$ cat src/rtl/apb_gpio_arb.sv
// apb_gpio_arb: two-requester round-robin arbiter driving one APB4 master port.
// Optional ACCESS wait-state timeout is built when APB_GPIO_ARB_TIMEOUT_EN is defined.
module apb_gpio_arb #(
    parameter int PDATA_SIZE = 8,
    parameter int TIMEOUT    = 16
) (
    input  logic                    PCLK,
    input  logic                    PRESET,
    input  logic                    r0_req,
    input  logic [2:0]              r0_addr,
    input  logic                    r0_write,
    input  logic [PDATA_SIZE-1:0]   r0_wdata,
    input  logic [PDATA_SIZE/8-1:0] r0_strb,
    output logic                    r0_ack,
    output logic [PDATA_SIZE-1:0]   r0_rdata,
    output logic                    r0_err,
    input  logic                    r1_req,
    input  logic [2:0]              r1_addr,
    input  logic                    r1_write,
    input  logic [PDATA_SIZE-1:0]   r1_wdata,
    input  logic [PDATA_SIZE/8-1:0] r1_strb,
    output logic                    r1_ack,
    output logic [PDATA_SIZE-1:0]   r1_rdata,
    output logic                    r1_err,
    output logic                    PSEL,
    output logic                    PENABLE,
    output logic                    PWRITE,
    output logic [2:0]              PADDR,
    output logic [PDATA_SIZE-1:0]   PWDATA,
    output logic [PDATA_SIZE/8-1:0] PSTRB,
    input  logic [PDATA_SIZE-1:0]   PRDATA,
    input  logic                    PREADY,
    input  logic                    PSLVERR
);

    localparam int SW = PDATA_SIZE / 8;

    typedef enum logic [1:0] {
        IDLE,
        SETUP,
        ACCESS,
        DONE
    } state_e;

    state_e                state_q, state_d;
    logic                  gnt_q, gnt_d;
    logic                  last_q, last_d;
    logic [2:0]            addr_q, addr_d;
    logic                  write_q, write_d;
    logic [PDATA_SIZE-1:0] wdata_q, wdata_d;
    logic [SW-1:0]         strb_q, strb_d;
    logic [PDATA_SIZE-1:0] rd0_q, rd1_q;
    logic                  err0_q, err1_q;

    logic                  cap;
    logic [PDATA_SIZE-1:0] cap_data;
    logic                  cap_err;
    logic                  tmo;

`ifdef APB_GPIO_ARB_TIMEOUT_EN
    localparam int CW = $clog2(TIMEOUT + 1);

    logic [CW-1:0] cnt_q, cnt_d;

    assign tmo = (cnt_q == CW'(TIMEOUT - 1));

    // Counter only runs while ACCESS is stalled; any other state clears it.
    always_comb begin
        cnt_d = '0;
        if (state_q == ACCESS && !PREADY) begin
            cnt_d = cnt_q + 1'b1;
        end
    end

    always_ff @(posedge PCLK) begin
        if (PRESET) begin
            cnt_q <= '0;
        end else begin
            cnt_q <= cnt_d;
        end
    end
`else
    assign tmo = 1'b0;
`endif

    always_comb begin
        state_d  = state_q;
        gnt_d    = gnt_q;
        last_d   = last_q;
        addr_d   = addr_q;
        write_d  = write_q;
        wdata_d  = wdata_q;
        strb_d   = strb_q;
        cap      = 1'b0;
        cap_data = PRDATA;
        cap_err  = PSLVERR;
        unique case (state_q)
            IDLE: begin
                if (r0_req || r1_req) begin
                    // On a tie the requester not served last wins.
                    gnt_d   = (r0_req && r1_req) ? ~last_q : r1_req;
                    last_d  = gnt_d;
                    addr_d  = gnt_d ? r1_addr : r0_addr;
                    write_d = gnt_d ? r1_write : r0_write;
                    wdata_d = gnt_d ? r1_wdata : r0_wdata;
                    strb_d  = gnt_d ? r1_strb : r0_strb;
                    if (!write_d) begin
                        strb_d = '0;
                    end
                    state_d = SETUP;
                end
            end
            SETUP: begin
                state_d = ACCESS;
            end
            ACCESS: begin
                if (PREADY) begin
                    cap     = 1'b1;
                    state_d = DONE;
                end else if (tmo) begin
                    cap      = 1'b1;
                    cap_data = '0;
                    cap_err  = 1'b1;
                    state_d  = DONE;
                end
            end
            DONE: begin
                state_d = IDLE;
            end
            default: begin
                state_d = IDLE;
            end
        endcase
    end

    always_ff @(posedge PCLK) begin
        if (PRESET) begin
            state_q <= IDLE;
            gnt_q   <= 1'b0;
            last_q  <= 1'b1;
            addr_q  <= '0;
            write_q <= 1'b0;
            wdata_q <= '0;
            strb_q  <= '0;
            rd0_q   <= '0;
            rd1_q   <= '0;
            err0_q  <= 1'b0;
            err1_q  <= 1'b0;
        end else begin
            state_q <= state_d;
            gnt_q   <= gnt_d;
            last_q  <= last_d;
            addr_q  <= addr_d;
            write_q <= write_d;
            wdata_q <= wdata_d;
            strb_q  <= strb_d;
            if (cap && !gnt_q) begin
                rd0_q  <= cap_data;
                err0_q <= cap_err;
            end
            if (cap && gnt_q) begin
                rd1_q  <= cap_data;
                err1_q <= cap_err;
            end
        end
    end

    assign PSEL     = (state_q == SETUP) || (state_q == ACCESS);
    assign PENABLE  = (state_q == ACCESS);
    assign PWRITE   = write_q;
    assign PADDR    = addr_q;
    assign PWDATA   = wdata_q;
    assign PSTRB    = strb_q;

    assign r0_ack   = (state_q == DONE) && !gnt_q;
    assign r1_ack   = (state_q == DONE) && gnt_q;
    assign r0_rdata = rd0_q;
    assign r1_rdata = rd1_q;
    assign r0_err   = err0_q;
    assign r1_err   = err1_q;

endmodule

$ cat config.mk
export PLATFORM = sky130hd
export DESIGN_NAME = apb_gpio_arb
export DESIGN_NICKNAME = d
export VERILOG_FILES = /design/src/rtl/apb_gpio_arb.sv
export SDC_FILE = /design/constraint.sdc
export NUM_CORES = 1
export LEC_CHECK = 0
export CORE_ASPECT_RATIO = 0.6
export CORE_UTILIZATION = 42
export DETAILED_ROUTE_END_ITERATION = 10
export GPL_TIMING_DRIVEN = 0
export PLACE_DENSITY = 0.91
export SYNTH_ARGS = -nofsm -noshare
export SYNTH_HDL_FRONTEND = slang
export SYNTH_SLANG_ARGS = --single-unit
export TNS_END_PERCENT = 1
$ cat constraint.sdc
create_clock -name PCLK -period 3.7 [get_ports PCLK]
set_input_delay 0.74 -clock PCLK [delete_from_list [all_inputs] [get_ports PCLK]]
set_output_delay 0.74 -clock PCLK [all_outputs]
set_load 0.05 [all_outputs]
==> flow_summary_export.csv <==
group,metric,value,unit
cells_and_area,final_common_cell,"clkdlybuf4s50_1",
clocking,cts.reportedPaths.clkPinSlew,70,ps
floorplan,initial_core_util,44.55,%
setup_path,reg2reg_to,"r0_rdata[0]",
yosys,syn-num-nets,211,
placement,dp_hpwl,2827,um
clocking,cts_htree_levels,2,
power,max-vdd-ir-drop,404.5,uV
grt,grt_util_all_layers,20.86,%
floorplan,rows,16,
clocking,clk_latency,280,ps
sta,fin_crit_sh,70.31,%
placement,port_buffers,73,
power,p_per_area,623.3,nW/um^2
floorplan,die_h,47.71,um
cells_and_area,area_growth,59.37,%
clocking,cts_tree,"yes",
route,wl,3673,um
sta,layout_min_cycle_time,2601,ps
setup_path,r2r_setup_slack,2080,ps
yosys,synth_area_leaders,"dfxtp_1, nand2_1, mux2i_1",
setup_path,path_cells,"inv_1, ha_1, clkdlybuf4s50_1",
route,met2_length,1544,um
min_path,hold_class,"reg -> reg",
floorplan,die_w,78.19,um
route,drt_iter0_markers,73,
min_path,holdPathEnd,"r0_rdata[5]",
setup_path,crit_slowest_cell,"clkdlybuf4s50_1",
yosys,yosys_warnings,0,
sta,slew_viol_final,0,
route,routed.top_layer,"met4",
route,via_count,1434,
yosys,syn_inst,167,
cells_and_area,fillerInstances,263,
placement,place_congestion,0.7758,
setup_path,worstPathArrival,1860,ps
setup_path,max_stage_delay,810,ps
yosys,yosys_register_bits,35,
clocking,cts_sinks,35,
floorplan,pin_count,75,
min_path,worstHoldStart,"r0_rdata[5]",
clocking,cts-root-buf,"clkbuf_8",
yosys,synth_top_cell_by_area,"dfxtp_1",
setup_path,critical_path_class,"reg -> out",
clocking,cts_buffers,5,
sta,grt_setup_unrepaired,"false",
yosys,ys_types,28,
sta,skew,7.733,ps
cells_and_area,fin_nets,291,
sta,finalSetupTns,0,ps
grt,grt_max_degree,11,
setup_path,cp.required,2960,ps
route,drc,0,
route,viasPerCell,4.894,
yosys,ys_seq_area_share,47.90,%
sta,setup_viol,0,
setup_path,timing.rr.start,"state_q[0]",
yosys,postSynthAreaPerCell,8.758,um^2
grt,grt_pass1_vias,1284,
sta,finalHoldViolCount,0,
job,drv_cap,0,
setup_path,end_kind,"output pin",
route,final_antenna_net_count,0,
clocking,cts_hold_buf,0,
setup_path,startpoint_type,"flop",
clocking,clock_path_buffers,2,
outcome,status,"finished clean",
clocking,cts.repair.resized,0,
setup_path,worstPathMaxFanout,3,
setup_path,worst-r2r-cell-count,6,
route,drt_first_pass_iters,4,
yosys,yosysTopAreaCellShare,47.90,%
sta,fmax,384.4,MHz
sta,fin_ws,1099,ps
power,leakage,0.8518,nW
cells_and_area,antenna_cells,0,
route,routedWlPerCell,12.54,um
yosys,synth_area,1463,um^2
route,wl_met3,376,um
floorplan,coreArea,3283,um^2
cells_and_area,final_cell_mix,"clkdlybuf4s50_1, nand2_1, dfxtp_1",
grt,grt_pass1_wl,5844,um
min_path,whs_path_depth,2,
clocking,postCtsSetupBuffers,0,
floorplan,dieArea,3730,um^2
sta,worst_slew_pin_slew,611.3,ps
placement,dp_slack,1342,ps
route,wl_met1,1744,um
grt,overflow,0,
grt,antenna_found_initial,0,
sta,slew_headroom,59.10,%
cells_and_area,drive_gt1_share,4.839,%
[per-layer routing]
| layer | vias up | global-route usage, % |
|---|---|---|
| met1 | 643 | 28.62 |
| li1 | 727 | - |
| met4 | 0 | 5.556 |
| met3 | 2 | 7.619 |
| met2 | 62 | 31.40 |
| met5 | - | 0 |
[cells in the mapped netlist (all sizes together)]
cell	count
mux2	1
a32oi	1
a21boi	1
nor3b	1
nor2b	1
or2b	1
a31oi	1
mux2i	12
clkbuf	6
a21oi	20
or2	2
nor2	17
ha	4
dfxtp	35
inv	3
nand2	37
a22oi	2
o21a	1
o21ai	1
nand3	1
nor3	2
buf	3
a211oi	11
a32o	1
and2	1
and3	1
[through the flow]
step / util, % / power (W) / hold slack [ps] / instances / cell area (um^2)
finish: 71.00 / 0.001453 / 457.7 / 293 / 2331
CTS: 71.00 / 0.001461 / 458.5 / 293 / 2331
global placement: 68.52 / 0.001190 / 441.1 / 285 / 2250
floorplan: - / 0.0009724 / 492.3 / 167 / 1463
detailed placement: 68.52 / 0.001202 / 449.7 / 285 / 2250
global route: 71.00 / 0.001540 / 483.9 / 293 / 2331
[how the worst max path moves through the flow]
stage                     startpoint      to  slack, ps  depth (start not counted)
after floorplan           state_q[1]  r0_ack       1750                          2
after CTS                 state_q[0]    PSEL       1100                          3
after global placement        r1_req   PSTRB       1320                          5
after detailed placement      r1_req   PSTRB       1340                          5
after global routing      state_q[0]    PSEL       1040                          3
final                     state_q[0]    PSEL       1100                          3
[final cells by class]
class                   count  area (um^2)  area share, %
repair buffers             73        730.7          31.35
plain buffers               9        51.30          2.201
clock inverters             1        5.005         0.2147
inverters                   3        11.26         0.4831
well taps                  45        56.30          2.415
flip-flops and latches     35        700.7          30.06
clock buffers               7        76.32          3.274
multi-input cells         120        699.4          30.01
[registers in the layout, indices dropped and copies added, names as in the netlist]
register / cells
last_q: 1
PWRITE: 1
r0_rdata: 8
r1_err: 1
PWDATA: 8
gnt_q: 1
r0_err: 1
state_q: 2
PADDR: 3
r1_rdata: 8
PSTRB: 1
[cells by family after synthesis]
family / count (synthesis) / share of synthesized area, %
buffers and inverters: 12 / 4.276
AOI/OAI and AO/OA: 39 / 17.37
adders and majority gates: 4 / 3.422
muxes: 13 / 8.982
DFF: 35 / 47.90
and+or+nand+nor: 64 / 18.05
[report_power, final]
| part | switching [W] | leakage [nW] | internal, W | total, W |
|---|---|---|---|---|
| clock | 0.000125 | 0.0422 | 0.000132 | 0.000257 |
| combinational | 0.000444 | 0.523 | 0.000259 | 0.000703 |
| sequential | 0.0000448 | 0.286 | 0.000448 | 0.000493 |
[worst max-delay path: cells and delay by family, from the launching register on]
family | cells | cell delay (ps)
fa+ha+maj | 1 | 310
buf+inv | 2 | 900
flops | 1 | 370
No activity file was read; power rests on OpenSTA's default activity.
